--- config.mk ---
export PLATFORM = sky130hd
export DESIGN_NAME = max_pool_ctrl
export DESIGN_NICKNAME = d
export VERILOG_FILES = /design/src/rtl/max_pool_ctrl.sv
export SDC_FILE = /design/constraint.sdc
export NUM_CORES = 1
export LEC_CHECK = 0
export ABC_AREA = 0
export BUFFER_PORTS_ARGS = -buffer_cell sky130_fd_sc_hd__buf_2
export CAP_MARGIN = 0
export CORE_AREA = 2 2 59 72
export CTS_CLUSTER_SIZE = 10
export DETAILED_ROUTE_END_ITERATION = 8
export DIE_AREA = 0 0 61 74
export SYNTH_ARGS = -nofsm -noshare
export SYNTH_HDL_FRONTEND = slang
export SYNTH_SLANG_ARGS = --single-unit
--- constraint.sdc ---
create_clock -name clk -period 2.55 [get_ports clk]
set_input_delay 0.51 -clock clk [delete_from_list [all_inputs] [get_ports clk]]
set_output_delay 0.51 -clock clk [all_outputs]
set_load 0.1 [all_outputs]
--- src/rtl/max_pool_ctrl.sv ---
// 2x2 / stride-2 max-pool sequencer over a raster pixel stream with valid/ready on both sides.
// Optional abort port enabled by defining MAX_POOL_CTRL_ABORT_EN.
module max_pool_ctrl #(
    parameter int DATA_W = 4,
    parameter int IMG_W  = 4,
    parameter int IMG_H  = 4
) (
    input  logic              clk,
    input  logic              reset,
`ifdef MAX_POOL_CTRL_ABORT_EN
    input  logic              abort,
`endif
    input  logic              start,
    input  logic              in_valid,
    output logic              in_ready,
    input  logic [DATA_W-1:0] in_data,
    output logic              out_valid,
    input  logic              out_ready,
    output logic [DATA_W-1:0] out_data,
    output logic              out_last,
    output logic              busy,
    output logic              done
);

    if (IMG_W < 2 || (IMG_W % 2) != 0) begin : g_bad_img_w
        $error("max_pool_ctrl: IMG_W must be even and >= 2");
    end
    if (IMG_H < 2 || (IMG_H % 2) != 0) begin : g_bad_img_h
        $error("max_pool_ctrl: IMG_H must be even and >= 2");
    end

    localparam int HW = (IMG_W / 2 > 1) ? $clog2(IMG_W / 2) : 1;
    localparam int CW = HW + 1;
    localparam int RW = (IMG_H > 2) ? $clog2(IMG_H) : 1;

    typedef enum logic [1:0] {IDLE, LOAD, POOL, DRAIN} state_t;

    state_t            state;
    logic [CW-1:0]     col;
    logic [RW-1:0]     row;
    logic [DATA_W-1:0] hold;
    logic [DATA_W-1:0] lbuf [IMG_W/2];

    logic              acc;
    logic              out_acc;
    logic              last_col;
    logic              last_row;
    logic [HW-1:0]     half;
    logic [DATA_W-1:0] pair_max;
    logic [DATA_W-1:0] pool_max;
    logic              lbuf_we;
    logic              kill;

    function automatic logic [DATA_W-1:0] vmax(input logic [DATA_W-1:0] a, input logic [DATA_W-1:0] b);
        return (a >= b) ? a : b;
    endfunction

`ifdef MAX_POOL_CTRL_ABORT_EN
    assign kill = abort && (state != IDLE);
`else
    assign kill = 1'b0;
`endif

    always_comb begin
        in_ready = 1'b0;
        unique case (state)
            LOAD:    in_ready = 1'b1;
            POOL:    in_ready = !out_valid || out_ready;
            default: in_ready = 1'b0;
        endcase
        if (kill) in_ready = 1'b0;
    end

    assign acc      = in_valid && in_ready;
    assign out_acc  = out_valid && out_ready;
    assign last_col = (col == CW'(IMG_W - 1));
    assign last_row = (row == RW'(IMG_H - 1));
    assign half     = HW'(col >> 1);
    assign pair_max = vmax(hold, in_data);
    assign pool_max = vmax(pair_max, lbuf[half]);
    assign lbuf_we  = !reset && (state == LOAD) && acc && col[0];

    // Line buffer kept out of the reset domain: contents are don't-care after reset.
    always_ff @(posedge clk) begin
        if (lbuf_we) lbuf[half] <= pair_max;
    end

    always_ff @(posedge clk) begin
        if (reset) begin
            state     <= IDLE;
            col       <= '0;
            row       <= '0;
            hold      <= '0;
            out_valid <= 1'b0;
            out_data  <= '0;
            out_last  <= 1'b0;
            busy      <= 1'b0;
            done      <= 1'b0;
        end else begin
            done <= 1'b0;
            if (out_acc) begin
                out_valid <= 1'b0;
                out_last  <= 1'b0;
            end

            if (acc) begin
                if (!col[0]) hold <= in_data;
                if (last_col) begin
                    col <= '0;
                    row <= last_row ? '0 : row + RW'(1);
                end else begin
                    col <= col + CW'(1);
                end
            end

            unique case (state)
                IDLE: begin
                    if (start) begin
                        state <= LOAD;
                        col   <= '0;
                        row   <= '0;
                        busy  <= 1'b1;
                    end
                end
                LOAD: begin
                    if (acc && last_col) state <= POOL;
                end
                POOL: begin
                    if (acc && col[0]) begin
                        out_data  <= pool_max;
                        out_valid <= 1'b1;
                        out_last  <= last_col && last_row;
                    end
                    if (acc && last_col) state <= last_row ? DRAIN : LOAD;
                end
                DRAIN: begin
                    if (out_acc) begin
                        state <= IDLE;
                        busy  <= 1'b0;
                        done  <= 1'b1;
                    end
                end
                default: state <= IDLE;
            endcase

            // Abort overrides everything decided above in the same cycle.
            if (kill) begin
                state     <= IDLE;
                out_valid <= 1'b0;
                out_last  <= 1'b0;
                busy      <= 1'b0;
                done      <= 1'b0;
            end
        end
    end

endmodule

* Yosys cells after proc, flatten, opt, wreduce, memory -nomap -nowiden
Memories as Yosys holds them, arrays and structs flattened. A register that Yosys moved wholly into a read port is not among the register bits.
Index checks and enable logic that the tools add are counted.
** Storage, ports and cells
- Input bits :: 9
- Latch bits :: 0
- Output and inout port bits :: 9
- Logic and storage cells :: 74
- Bits in registers :: 18
- Bits in writable memories :: 8
- ROM bits :: 0
- Memories kept :: 1
** Memory list
- lbuf :: depth 2, bits a word 4, rd ports 1, clocked after Yosys merged registers in 1, write ports 1, line 42 : logic [DATA_W-1:0] lbuf [IMG_W/2];
** Operators by class
- Bitwise gates (word level) :: 2
- Equality and inequality tests :: 9
- Reduce and logical (&&, ||, !) cells :: 18
- Magnitude comparators :: 2
- Div/mod/pow operators :: 0
- Multiplexer cells :: 31
- $add $sub $neg :: 2
- Multiply operators :: 0
- Shift operators :: 0
** Operators with widths (count)
- $mux W2 :: 14
- $mux W1 :: 12
- $eq A2 B2 Y1 const B :: 4
- $ge A4 B4 Y1 :: 2
- $logic_and A1 B1 Y1 :: 8
- $mux W4 :: 2
- $pmux W2 S4 :: 1
- $ne A2 B2 Y1 const B :: 3
- $add A2 B1 Y2 const B :: 2
- $pmux W1 S2 :: 2
- $reduce_and A2 Y1 :: 2
- $reduce_and A4 Y1 :: 1
- $reduce_and A3 Y1 :: 1
- $eq A2 B1 Y1 const B :: 1
- $logic_not A1 Y1 :: 2
- $logic_not A2 Y1 :: 1
- $ne A2 B1 Y1 const B :: 1
- $not A1 Y1 :: 2
- $reduce_bool A2 Y1 :: 1
- $reduce_or A2 Y1 :: 1
- $logic_or A1 B1 Y1 :: 1

* Logic depth before layout (Yosys ltp)
Gate-level depths: netlist (run 1).
- Word-level depth :: 8
- Mapped depth :: 12
- Mapped depth without buffers :: 12

* Worst setup path before layout (run 1)
Ideal clock, no wire load.
- Path kind :: register to register
- Start point :: reg out_valid
- End point :: mem lbuf[0][0], enable pin
- Data arrival time :: 2391 ps
- Path buffers :: 0
- Stages on the path, launching flop included :: 5
- Required time :: 2171 ps
- Period minus slack after synthesis :: 2769 ps
- Library setup time :: 379 ps
- Path slack :: -219 ps
- Cell sequence :: dfxtp_1 nor2b_4 o21ai_4 nand3_1 nor4b_1
** Between the ends
- Longest elaborated chain between the ends :: 8
** RTL lines
- from (decl) :: line 17 : output logic out_valid,
- from (signal assigned) :: line 94 : out_valid <= 1'b0;
- from (signal assigned) :: line 102 : out_valid <= 1'b0;
- from (signal assigned) :: line 131 : out_valid <= 1'b1;
- $logic_not A1 Y1 :: line 68 : POOL: in_ready = !out_valid || out_ready;
- $logic_or A1 B1 Y1 :: line 68
- $pmux W1 S2 :: line 66 : unique case (state)
- via in_ready :: line 15 : output logic in_ready,
- $logic_and A1 B1 Y1 :: line 74 : assign acc = in_valid && in_ready;
- $logic_and A1 B1 Y1 (2 in a row) :: line 81 : assign lbuf_we = !reset && (state == LOAD) && acc && col[0];
- $mux W1 :: line 85 : if (lbuf_we) lbuf[half] <= pair_max;
- $mux W1 (implied by the code) :: line 85
- to (decl) :: line 42
The timed path passes the listed nets, and every way through them passes these cells.

* Worst setup path after layout (run 1)
- Start point :: in in_data[2]
- End point :: reg out_data[1]
** Between the ends
- Longest elaborated chain between the ends :: 4
** RTL lines
- from (decl) :: line 16 : input logic [DATA_W-1:0] in_data,
- $ge A4 B4 Y1 :: line 55 : return (a >= b) ? a : b;
- $mux W4 :: line 55
- via pair_max[0] :: line 49 : logic [DATA_W-1:0] pair_max;
- $ge A4 B4 Y1 :: line 55
- $mux W4 :: line 55
- to (signal assigned) :: line 130 : out_data <= pool_max;
- to (decl) :: line 19 : output logic [DATA_W-1:0] out_data,
The timed path passes the listed nets, and every way through them passes these cells.
A chain may end at the register's enable or synchronous reset.

==> results of run 1 <==
-- final cells by class --
type | count | area (um2)
clock buffer | 3 | 41.3
clock inverter | 1 | 3.75
fill | 366 | 1960
timing repair buffer | 34 | 235
inverter | 8 | 42.5
multi-input combinational | 104 | 893
tap | 54 | 67.6
sequential | 26 | 607
-- what timing repair did --
item	4_1_cts	5_1_grt
endpoints found under the setup margin	4	4
setup buffers	3	2
gates resized for setup	13	1
pin swaps	13	8
-- synthesized netlist by cell type, types with 2 or more instances --
library cell  instances
o211ai_1              6
nand3_1               4
ha_1                 14
mux2i_1               8
dfxtp_1              18
or3_1                 3
clkbuf_1              2
o21ai_0               4
nand2_1              17
nor2_1                6
nor3_1                2
inv_1                 8
mux2_2                5
edfxtp_1              8
a21oi_1              13
-- power breakdown --
part	internal [mW]	leakage, nW	total (mW)	switching [mW]
Sequential	0.458	0.220	0.482	0.0242
Combinational	0.199	0.515	0.489	0.290
Clock	0.108	0.0231	0.231	0.123
-- metal layers --
metal	wire, um	vias to the layer above	global-route usage
met5	0	-	0
met4	62	0	0.0749
met3	70	6	0.0174
met2	1580	14	0.249
met1	1240	536	0.177
li1	-	579	-
-- registers in the layout, summed over array words and instances, names as in the netlist --
signal,count
out_last,1
col,2
row,2
done,1
busy,1
out_data,4
out_valid,1
hold,4
state,2
lbuf,8
-- stage by stage --
| step | util | setup WS [ns] | power [mW] |
|---|---|---|---|
| after global routing | 0.491 | -0.193 | 1.28 |
| after detailed placement | 0.459 | -0.435 | 0.952 |
| final | 0.491 | -0.0784 | 1.20 |
| after floorplan | - | -0.0920 | 0.841 |
| after CTS | 0.487 | -0.0440 | 1.20 |
| after global placement | 0.459 | -0.372 | 0.941 |
-- worst max path at each step --
stage | endpoint | slack [ns] | cells past startpoint
6_report | out_data[1] | -0.08 | 13
5_1_grt | out_data[0] | -0.19 | 11
4_1_cts | out_data[1] | -0.04 | 11
3_5_place_dp | out_data[1] | -0.43 | 13
3_3_place_gp | out_data[3] | -0.37 | 13
2_1_floorplan | out_data[1] | -0.09 | 12
-- worst register-to-register path, cell delays in order, from the launching register on --
cell and delay, ns:
dfxtp_2 0.34, ha_4 0.26, o211ai_1 0.09, o21ai_2 0.23, mux2_4 0.34, inv_2 0.07, ha_4 0.18, nand2b_4 0.14
a2111oi_4 0.44, or2_4 0.21, o211ai_1 0.10, a21oi_1 0.15
-- cells by family (layout without fill, tap and decap cells) --
kind of cell / count (synthesis) / after routing / share of synthesized area
and+or+nand+nor: 47 / 47 / 0.177
AOI/OAI and AO/OA: 30 / 30 / 0.150
DFF: 26 / 26 / 0.423
adders and majority gates: 14 / 14 / 0.123
muxes: 13 / 13 / 0.0961
buffers and inverters: 11 / 46 / 0.0300
==> out/metrics.cfg, run 1 <==
[routing]
ant_nets=0
routed_wl_um=2960
dr.pass1.iters=4
via_per_inst=4.93
wl_per_cell_um=12.9
drc_errors=0
num_vias=1135
drt_iter0_drc=8

[cells_and_area]
nets=200
fin_cells=230
antennaDiodeCount=0
area_growth_pct=33.2
fin_area_um2=1890
drive_gt1_frac=0.392
mostFrequentLayoutCells=nand2_1, buf_4, buf_2

[clock_tree]
clk_pin_slew_ns=0.08
cts_inserted_buffers=3
ctsHtreeMaxLevel=1
insertion_delay_ns=0.27
hold_buffers=0
root_buffer=clkbuf_8
cts_buffer_depth=2
cts.sinks=26
tritoncts=built

[critical_path]
crit_path_end_kind=flop
reg2reg_to=out_data[1]
start_kind=input port
critPathBufInv=3
cp_max_fo=5
cp.arrival_ns=2.82
critical_path.max_stage_delay_ns=0.44
crit_chain=buf_6 -> inv_2 -> ha_4 -> o211ai_1 -> o21ai_2 -> mux2_4 -> inv_2 -> ha_4 -> nand2b_4 -> a2111oi_4 -> or2_4 -> o211ai_1 -> a21oi_1
timing.rr.start=hold[3]
crit_required_ns=2.75
cpMaxStageDelayCell=a2111oi_4
rr_worst_depth=11
cp_top_family=compound AO/OA/AOI/OAI gates
crit_start=in_data[2]
r2r_slack_ns=-0.07
crit_type=input port to flop

[synthesis]
ys_warn_count=0
seq_area_frac_synth=0.423
ys_top_cells_by_area=dfxtp_1, edfxtp_1, ha_1
synthCells=141
synth.largest_area_cell=dfxtp_1
yosysTopAreaCellShare=0.254
netlist_area_um2=1420
ys.flop_type=dfxtp_1
ys_ff_latch=26
synth_enable_flop_cells=8
synth-async-reset-ratio=0
avgSynthCellArea_um2=10.1
syn_nets=164
yosysUniqueCellTypes=38

[min_path]
worstHoldPathType=flop to flop
hold_start=out_data[3]
min_path_cells=2
holdPathEnd=out_data[3]

[grt]
overflow=0
antenna_found_initial=0
grt_max_degree=17
grt_pass1_wl_um=4850
grt_pass1_vias=1114
track_usage=0.145

[place]
post-place-cells=221
dp_hpwl_um=2360
gp_congestion=0.828
port_buffers=17
place_area_um2=1760

[outcome]
violations=negative setup slack
status=finished, violations left

[floorplanning]
die_w_um=61
row_count=25
ios=18
initial_utilization=0.369
dieArea_um2=4510
core_um2=3850
dieHeight_um=74

[timing]
setup_viol=4
slew_viol_final=0
holdWs_ns=0.466
period_share=1.03
worst_slack_ns=-0.0784
grt_setup_unrepaired=yes
max_freq_mhz=380
slew_headroom=0.644
skew_ns=0.00467
setup-tns-final_ns=-0.277
hold_violations=0
worstMarginPinSlew_ns=0.527
min_period_ns=2.63

[power]
cellLeakagePower_nw=0.759
power-per-cell-area_nw_per_um2=636
ir_drop_v=0.000434

[flow_run]
max_cap_viol_count=0

No activity file was read; power rests on OpenSTA's default activity.
==> inputs of run 2 (changes only) <==
Settings changed: CORE_AREA 2 2 59 72 to 2 2 58 71, DIE_AREA 0 0 61 74 to 0 0 60 73.
==> run 2 against run 1 <==
Clock power rose by 50%. Critical path depth unchanged. Via count increased by 0.26%. Core utilization up 0.75 points. Clock skew is 0.0023 ns lower. Global-route usage up 0.35 points. Clock-buffer cell count is the same. Sequential cell count did not move. The run still ends with negative setup slack left. Non-clock buffer count fell by 2. Highest routed layer unchanged. Worst setup slack better by 0.020 ns. Wire length up 4.7%. Die area decreased by 3.0%.
==> out/metrics.cfg, run 2 (synthesis results as in run 1) <==
[grt]
grt_max_degree=17  ; unchanged
grt_pass1_vias=1135  ; was 1114
track_usage=0.149  ; was 0.145
antenna_found_initial=0  ; unchanged
grt_pass1_wl_um=4930  ; was 4850 um
overflow=0  ; unchanged

[critical_path]
cp.arrival_ns=2.82  ; about the same
critPathBufInv=3  ; unchanged
crit_chain=buf_6 -> inv_8 -> ha_4 -> o211ai_1 -> o21ai_2 -> mux2_4 -> inv_2 -> ha_4 -> nand2b_4 -> a2111oi_4 -> or2_4 -> o211ai_1 -> a21oi_1  ; was buf_6 -> inv_2 -> ha_4 -> o211ai_1 -> o21ai_2 -> mux2_4 -> inv_2 -> ha_4 -> nand2b_4 -> a2111oi_4 -> or2_4 -> o211ai_1 -> a21oi_1
crit_path_end_kind=flop  ; unchanged
critical_path.max_stage_delay_ns=0.44  ; about the same
crit_required_ns=2.76  ; was 2.75 ns
crit_type=input port to flop  ; unchanged
start_kind=input port  ; unchanged
reg2reg_to=out_data[3]  ; was out_data[1]
cp.depth=13  ; unchanged
cp_top_family=compound AO/OA/AOI/OAI gates  ; unchanged
cpMaxStageDelayCell=a2111oi_4  ; unchanged
timing.rr.start=hold[3]  ; unchanged
rr_worst_depth=11  ; unchanged
r2r_slack_ns=-0.05  ; was -0.07 ns
cp_max_fo=5  ; unchanged

[outcome]
status=finished, violations left  ; unchanged
violations=negative setup slack  ; unchanged

[cells_and_area]
nets=198  ; was 200
largest_register_ffs=8  ; unchanged
fin_area_um2=1890  ; about the same
regMostFlops=lbuf  ; unchanged
layout_commonest_cell=nand2_1
drive_gt1_frac=0.391  ; was 0.392
reg_top3=lbuf x8, hold x4, out_data x4  ; unchanged
area_growth_pct=33.1  ; was 33.2%
mostFrequentLayoutCells=nand2_1, buf_2, buf_4  ; was nand2_1, buf_4, buf_2
antennaDiodeCount=0  ; unchanged
final_util=0.499  ; was 0.491

[timing]
skew_ns=0.00236  ; was 0.00467 ns
min_period_ns=2.61  ; was 2.63 ns
worst_slack_ns=-0.0581  ; was -0.0784 ns
grt_setup_unrepaired=yes  ; unchanged
max_freq_mhz=383  ; was 380 MHz
worstMarginPinSlew_ns=0.586  ; was 0.527 ns
slew_viol_final=0  ; unchanged
slew_headroom=0.608  ; was 0.644
setup_viol=4  ; unchanged
holdWs_ns=0.457  ; was 0.466 ns
hold_violations=0  ; unchanged
period_share=1.02  ; was 1.03

[flow_run]
max_cap_viol_count=0  ; unchanged

[clock_tree]
root_buffer=clkbuf_8  ; unchanged
clk_pin_slew_ns=0.10  ; was 0.08 ns
insertion_delay_ns=0.27  ; about the same
ctsHtreeMaxLevel=1  ; unchanged
cts_buffer_depth=2  ; unchanged
cts_inserted_buffers=3  ; unchanged
cts.sinks=26  ; unchanged
hold_buffers=0  ; unchanged
tritoncts=built  ; unchanged

[floorplanning]
dieHeight_um=73  ; was 74 um
dieArea_um2=4380  ; was 4510 um2
die_w_um=60  ; was 61 um
row_count=25  ; unchanged
ios=18  ; unchanged
initial_utilization=0.375  ; was 0.369
core_um2=3780  ; was 3850 um2

[place]
port_buffers=17  ; unchanged
dp_hpwl_um=2440  ; was 2360 um
gp_congestion=0.879  ; was 0.828
place_area_um2=1770  ; was 1760 um2

[routing]
wl_per_cell_um=13.6  ; was 12.9 um
ant_nets=0  ; unchanged
drc_errors=0  ; unchanged
routed_wl_um=3100  ; was 2960 um
via_per_inst=4.99  ; was 4.93
drt_iter0_drc=27  ; was 8
dr.pass1.iters=4  ; unchanged
num_vias=1138  ; was 1135

[min_path]
worstHoldPathType=flop to flop  ; unchanged
holdPathEnd=out_data[0]  ; was out_data[3]
hold_start=out_data[0]  ; was out_data[3]
min_path_cells=2  ; unchanged

[power]
power-per-cell-area_nw_per_um2=695  ; was 636 nW/um2
cellLeakagePower_nw=0.754  ; was 0.759 nW
ir_drop_v=0.000446  ; was 0.000434 V

[run 2: how the worst max path moves through the flow]
| stage | start | to | slack, ns |
|---|---|---|---|
| after global placement | in_data[3] | out_data[0] | -0.33 |
| after floorplan | in_data[3] | out_data[1] | -0.09 |
| after detailed placement | in_data[3] | out_data[2] | -0.44 |
| final | in_data[3] | out_data[3] | -0.06 |
| after CTS | hold[3] | out_data[2] | -0.04 |
| after global routing | hold[0] | out_data[2] | -0.19 |
[run 2: worst reg2reg max path, delay by kind of cell (launching register included)]
family | cells | cell delay, ns
simple gates | 2 | 0.35
fa+ha+maj | 2 | 0.44
compound gates | 5 | 1.00
mux | 1 | 0.33
buf+inv | 1 | 0.07
flops | 1 | 0.35
[run 2: power by group]
part           total [mW]  switching, mW  internal [mW]
sequential          0.483         0.0249          0.458
clock               0.347          0.137          0.210
combinational       0.481          0.292          0.189
total                1.31          0.454          0.858
[run 2: cell type report]
| class | count | area, um2 |
|---|---|---|
| Inverter | 8 | 42.5 |
| Multi-Input combinational cell | 104 | 890 |
| Clock inverter | 1 | 30.0 |
| Clock buffer | 3 | 41.3 |
| Sequential cell | 26 | 607 |
| Tap cell | 54 | 67.6 |
| Fill cell | 369 | 1900 |
| Timing Repair Buffer | 32 | 210 |
[run 2: through the flow]
step / worst slack [ns] / TNS [ns] / power (mW) / cells
final: -0.0581 / -0.185 / 1.31 / 228
after global routing: -0.186 / -0.680 / 1.39 / 228
after CTS: -0.0432 / -0.0692 / 1.32 / 228
after detailed placement: -0.436 / -1.63 / 0.958 / 222
after global placement: -0.335 / -1.29 / 0.940 / 222
after floorplan: -0.0920 / -0.366 / 0.841 / 141
[run 2: layer usage]
metal / part of all wire / track usage / vias up
li1: - / - / 574
met1: 0.43 / 0.178 / 549
met2: 0.55 / 0.271 / 13
met3: 0.018 / 0.0213 / 2
met4: 0.0023 / 0.0420 / 0
met5: 0 / 0 / -
[run 2: timing repair]
item                                    CTS  global route
endpoints found under the setup margin    4             4
pin swaps                                12             6
gates resized for setup                   8             2
setup buffers                             2             0
